`src/rtl/fifo_ctrl.sv`:
```
// fifo_ctrl: pointer and flag controller for a 2**W-entry circular-buffer FIFO
// that sits in front of a synchronous-write / asynchronous-read register file.
// No data passes through this block. It only produces wr_en, w_addr and r_addr,
// and it reports full, empty and the overflow/underflow status pulses.
// Optional feature macro: FIFO_CTRL_LEVEL_EN adds an occupancy counter on level.
// When the macro is undefined, level is tied to 0.
module fifo_ctrl #(
  parameter int unsigned W = 2
) (
  input  logic         clk,
  input  logic         reset_n,
  input  logic         wr,
  input  logic         rd,
  output logic         wr_en,
  output logic [W-1:0] w_addr,
  output logic [W-1:0] r_addr,
  output logic         full,
  output logic         empty,
  output logic         wr_err,
  output logic         rd_err,
  output logic [W:0]   level
);

  localparam logic [W-1:0] PTR_ONE = {{(W-1){1'b0}}, 1'b1};

  logic [W-1:0] w_ptr, r_ptr;
  logic [W-1:0] w_nxt, r_nxt;
  logic         push, pop;

  // A push is accepted when the FIFO has room. It is also accepted when a
  // concurrent pop frees the slot being written. A pop needs data present.
  assign push   = wr & (~full | rd);
  assign pop    = rd & ~empty;
  assign wr_en  = push;
  assign w_nxt  = w_ptr + PTR_ONE;
  assign r_nxt  = r_ptr + PTR_ONE;
  assign w_addr = w_ptr;
  assign r_addr = r_ptr;

  // Pointer, flag and error-pulse state. Pointers wrap by natural overflow.
  always_ff @(posedge clk) begin
    if (!reset_n) begin
      w_ptr  <= '0;
      r_ptr  <= '0;
      full   <= 1'b0;
      empty  <= 1'b1;
      wr_err <= 1'b0;
      rd_err <= 1'b0;
    end else begin
      wr_err <= wr & ~push;
      rd_err <= rd & ~pop;
      if (push) w_ptr <= w_nxt;
      if (pop)  r_ptr <= r_nxt;
      if (push & ~pop) begin
        empty <= 1'b0;
        full  <= (w_nxt == r_ptr);
      end else if (pop & ~push) begin
        full  <= 1'b0;
        empty <= (r_nxt == w_ptr);
      end
    end
  end

`ifdef FIFO_CTRL_LEVEL_EN
  localparam logic [W:0] LVL_ONE = {{W{1'b0}}, 1'b1};
  logic [W:0] lvl;

  // Occupancy tracks net accepted pushes minus accepted pops.
  always_ff @(posedge clk) begin
    if (!reset_n) begin
      lvl <= '0;
    end else if (push & ~pop) begin
      lvl <= lvl + LVL_ONE;
    end else if (pop & ~push) begin
      lvl <= lvl - LVL_ONE;
    end
  end

  assign level = lvl;
`else
  assign level = '0;
`endif

endmodule

```
`config.mk`:
```
export PLATFORM = sky130hd
export DESIGN_NAME = fifo_ctrl
export DESIGN_NICKNAME = d
export VERILOG_FILES = /design/src/rtl/fifo_ctrl.sv
export SDC_FILE = /design/constraint.sdc
export NUM_CORES = 1
export LEC_CHECK = 0
export ABC_CLOCK_PERIOD_IN_PS = 3100
export BUFFER_PORTS_ARGS = -buffer_cell sky130_fd_sc_hd__clkbuf_2
export CAP_MARGIN = 10
export CORE_AREA = 2 2 39 41
export CTS_CLUSTER_DIAMETER = 80
export DETAILED_ROUTE_END_ITERATION = 12
export DIE_AREA = 0 0 41 43
export GPL_ROUTABILITY_DRIVEN = 1
export MAX_ROUTING_LAYER = met4
export PLACE_DENSITY = 0.51
export SETUP_SLACK_MARGIN = 0.5
export SYNTH_ARGS = -nofsm -noshare
export SYNTH_HDL_FRONTEND = slang
export SYNTH_SLANG_ARGS = --single-unit
```
`constraint.sdc`:
```
create_clock -name clk -period 3.1 [get_ports clk]
set_input_delay 0 -clock clk [delete_from_list [all_inputs] [get_ports clk]]
set_output_delay 0 -clock clk [all_outputs]
set_load 0.005 [all_outputs]
```
* Word level (Yosys, flattened, before mapping)
Cells that the tools add are included.
Cells by class: add/subtract/negate cells 2, equal/unequal tests 2, muxes and demuxes 4, bitwise gates (word level) 11, reductions and logical operators 1
Operator list (count):
- 1-bit bitwise AND | 6
- 2-bit by 1-bit adder with 2-bit output, second input constant | 2
- 2-bit == test | 2
- 1-bit two-way mux | 4
- 1-bit NOT | 4
- 2-bit nonzero test | 1
- 1-bit OR | 1
Storage, ports and cells: flip-flop bits (word level) 8, input port bits 4, output and inout bits 12, word-level logic and storage cells 26

* Logic depth before layout (Yosys ltp)
depth in word-level cells 7, depth in mapped cells 5, gate-level depth less buffers 5

* Worst setup path after synthesis
No wires, ideal clock.
path type reg-to-reg, from register full, to register empty, setup time 0.093 ns, arrival 1.246 ns, data required time 3.007 ns, path slack 1.761 ns, cell stages (with the launch flop) 5, path buffers 0, period minus slack after synthesis 1.339 ns, cell sequence dfxtp_1 nor2b_1 nor2_1 ha_1 o311ai_2
On the way: longest elaborated chain between the ends 6, elaborated cells between the ends (all ways) 8, classes of those cells mux (1); bitwise (6); reduce/logical (1)
RTL lines:
- from (decl) | line 17 | output logic full,
- from (signal assigned) | line 56 | full <= (w_nxt == r_ptr);
- 1-bit NOT * | line 32 | assign push = wr & (~full | rd);
- 1-bit OR * | line 32
- 1-bit bitwise AND * | line 32
- via wr_en | line 14 | output logic wr_en,
- 1-bit NOT | line 57 | end else if (pop & ~push) begin
- 1-bit bitwise AND | line 57
- 2-bit nonzero test (no line)
- to (signal assigned) | line 59 | empty <= (r_nxt == w_ptr);
- to (decl) | line 18 | output logic empty,
Mark *: on every way through the listed nets, which the timed path passes. The rest lies on a longest branch. A chain may end at the register's enable or synchronous reset.

* Final worst setup path
from register full, to register full
On the way: longest elaborated chain between the ends 6, elaborated cells between the ends (all ways) 8, classes of those cells mux (1); bitwise (6); reduce/logical (1)
RTL lines (line):
- 1-bit NOT * | 32
- 1-bit OR * | 32
- 1-bit bitwise AND * | 32
- 1-bit NOT | 57
- 1-bit bitwise AND | 57
- 2-bit nonzero test (no line)
Mark *: on every way between the ends. The rest lies on a longest branch, timed or not.

==> metrics.yaml <==
yosys:
  yosysMostFrequentCell: "dfxtp_1"
  synth_top_flop_cell: "dfxtp_1"
  postSynthCellCount: 43
  synth_edf_count: 0
  synth.distinct_cells: 22
  yosys.area.top_type: "dfxtp_1"
  synthArstFlopShare_pct: 0
  seq_area_frac_synth_pct: 40.9
  netlist_top_cells_count: "8 x dfxtp_1, 3 x buf_4, 3 x nor2_1, 3 x xor2_1"
  synth_area_per_cell_sq_um: 9.11
  yosys_warnings: 0
  netlist.area_leader.share_pct: 40.9
  ys_top_cells_by_area: "dfxtp_1 41%, xor2_1 6.7%, buf_4 5.8%"
  synth_area_sq_um: 392
  ys_seq_elements: 8
sta:
  finalSetupViolCount: 0
  rsz0062_at_grt: "false"
  period_needed_ns: 1.43
  tns_ns: 0
  fin_ws_ns: 1.67
  maxSlewViolCount: 0
  fmax_ghz: 0.697
  period_share_pct: 46.3
  hold_viol_final: 0
  skew_ns: 0.000206
finish:
  fillers: 147
  multi_input_comb_area_sq_um: 205
  postLayoutCoreUtil_pct: 35.4
  regArea_sq_um: 160
  nNetsFinal: 65
  instances_no_fill: 74
  drive_above_1_share_pct: 29.3
  syn2layout_area_growth_pct: 24.9
  diodes: 0
global_routing:
  grt_pass1_vias: 279
  grt_first_pass_wirelength_um: 1120
  antenna_found_initial: 0
  overflow: 0
  grt_start_max_net_pins: 6
  grt_usage_pct: 10.7
route:
  num_vias: 333
  wl_um: 740
  first_pass_iters: 4
  drc: 0
  postRouteAntennaNets: 0
  drt_first_iter_violations: 5
  viasPerCell: 4.50
  wl_per_cell_um: 10.0
placement:
  routabilityCongestion: 0.831
  dp_cells: 70
  hpwl_um: 584
  place_ws_ns: 1.69
  place.port_buffers: 12
power:
  peakVddDrop_mv: 0.146
  total_power_mw: 0.236
  p_leak_nw: 0.230
  powerDensity_nw_per_um2: 482
setup_path:
  critPathLaunchType: "flip-flop"
  required_ns: 3.28
  critPathMaxFanout: 4
  cp-end-kind: "flip-flop"
  cp.arrival_ns: 1.61
  worstSetupPathType: "flip-flop to flip-flop"
clocking:
  cts_buffers: 3
  cts_root_buffer: "clkbuf_4"
  cts_sinks: 8
  clk_pin_slew_worst_paths_ns: 0.05
  h-tree-depth: 1
  cts_resized: 0
  clkLatencyLatePin_ns: 0.25
  cts_max_path_buffers: 2
  cts_tree: "done"
floorplanning:
  coreArea_sq_um: 1380
  ioPinCount: 16
  initial_utilization_pct: 28.3
  die_area_sq_um: 1760
  num_rows: 14
  die_h_um: 43
  die_w_um: 41
job:
  cap_violations: 0
worst_hold_path:
  hp-class: "primary input to flip-flop"
status:
  status: "finished, final reports clean"
## sequential cells by signal, indices dropped and copies added (netlist names)
name,flops
wr_err,1
full,1
empty,1
rd_err,1
w_addr,2
r_addr,2
## cell families (layout without fill, tap and decap cells)
logic type,count (synthesis),count (layout),share of synthesized area [%]
AOI/OAI and AO/OA,6,6,11.2
and+or+nand+nor,16,16,23.3
xor gates and xnor gates,3,3,6.71
adders and majority gates,1,1,3.19
buffers and inverters,6,19,8.63
other,1,3,0.958
DFF,8,8,40.9
muxes,2,2,5.11
## cells in the final DEF (no fill, tap or decap)
cell	count
a21oi_1	2
o31ai_1	1
clkbuf_2	12
o21ai_0	2
xor2_1	3
dlygate4sd3_1	1
nor2b_1	2
inv_1	2
nor2_1	3
ha_1	1
and3_1	1
or4_1	1
o311ai_2	1
and2b_1	1
nand2_1	1
nand3_1	2
nor3_1	1
inv_2	1
mux2i_1	2
nand3b_1	2
clkbuf_4	3
conb_1	3
nand2b_1	2
dfxtp_1	8
## where the power goes
part | internal, mW | switching (mW) | leakage (nW)
Combinational | 0.0197 | 0.0197 | 0.150
Sequential | 0.109 | 0.00651 | 0.0656
Clock | 0.0444 | 0.0364 | 0.0138
Total | 0.173 | 0.0626 | 0.230
## final timing paths
kind / from / endpoint / slack, ns / depth (start not counted)
min: wr / w_addr[0]$_SDFFE_PN0P_ / 0.02 / 3
min reg2reg: full$_SDFFE_PN0P_ / wr_err$_SDFF_PN0_ / 0.50 / 2
max reg2reg: full$_SDFFE_PN0P_ / full$_SDFFE_PN0P_ / 1.67 / 5
max: full$_SDFFE_PN0P_ / full$_SDFFE_PN0P_ / 1.67 / 5
## stage by stage
step,hold WS [ns],instance area (sq um)
2_1_floorplan,0.0734,399
3_3_place_gp,0.240,457
3_5_place_dp,0.226,457
4_1_cts,0.0114,489
5_1_grt,0.0450,489
6_report,0.0157,489
## area by class of cell
class | count | area share (%)
clock buffer | 3 | 4.60
sequential | 8 | 32.7
multi-input combinational | 31 | 41.9
timing repair buffer | 13 | 14.3
tap | 16 | 4.09
inverter | 3 | 2.30
## critical path, cell delays in order, from the launching register on
cell and delay [ns]:
dfxtp_1 0.36, nor2b_1 0.24, nor2_1 0.09, ha_1 0.35
nand3b_1 0.17, o21ai_0 0.14
## repair_timing
item	in CTS	in global routing
hold buffers	1	0
buffers inserted	0	0
endpoints found under the hold margin	1	0
## metal layers
layer / routed length, um / up-vias / GRT usage (%)
met4: 15 / 0 / 8.00
met1: 313 / 146 / 11.3
met5: 0 / - / -
met3: 60 / 2 / 6.28
li1: - / 172 / -
met2: 351 / 13 / 14.1
Note: power is estimated with default switching activity, not from simulation.
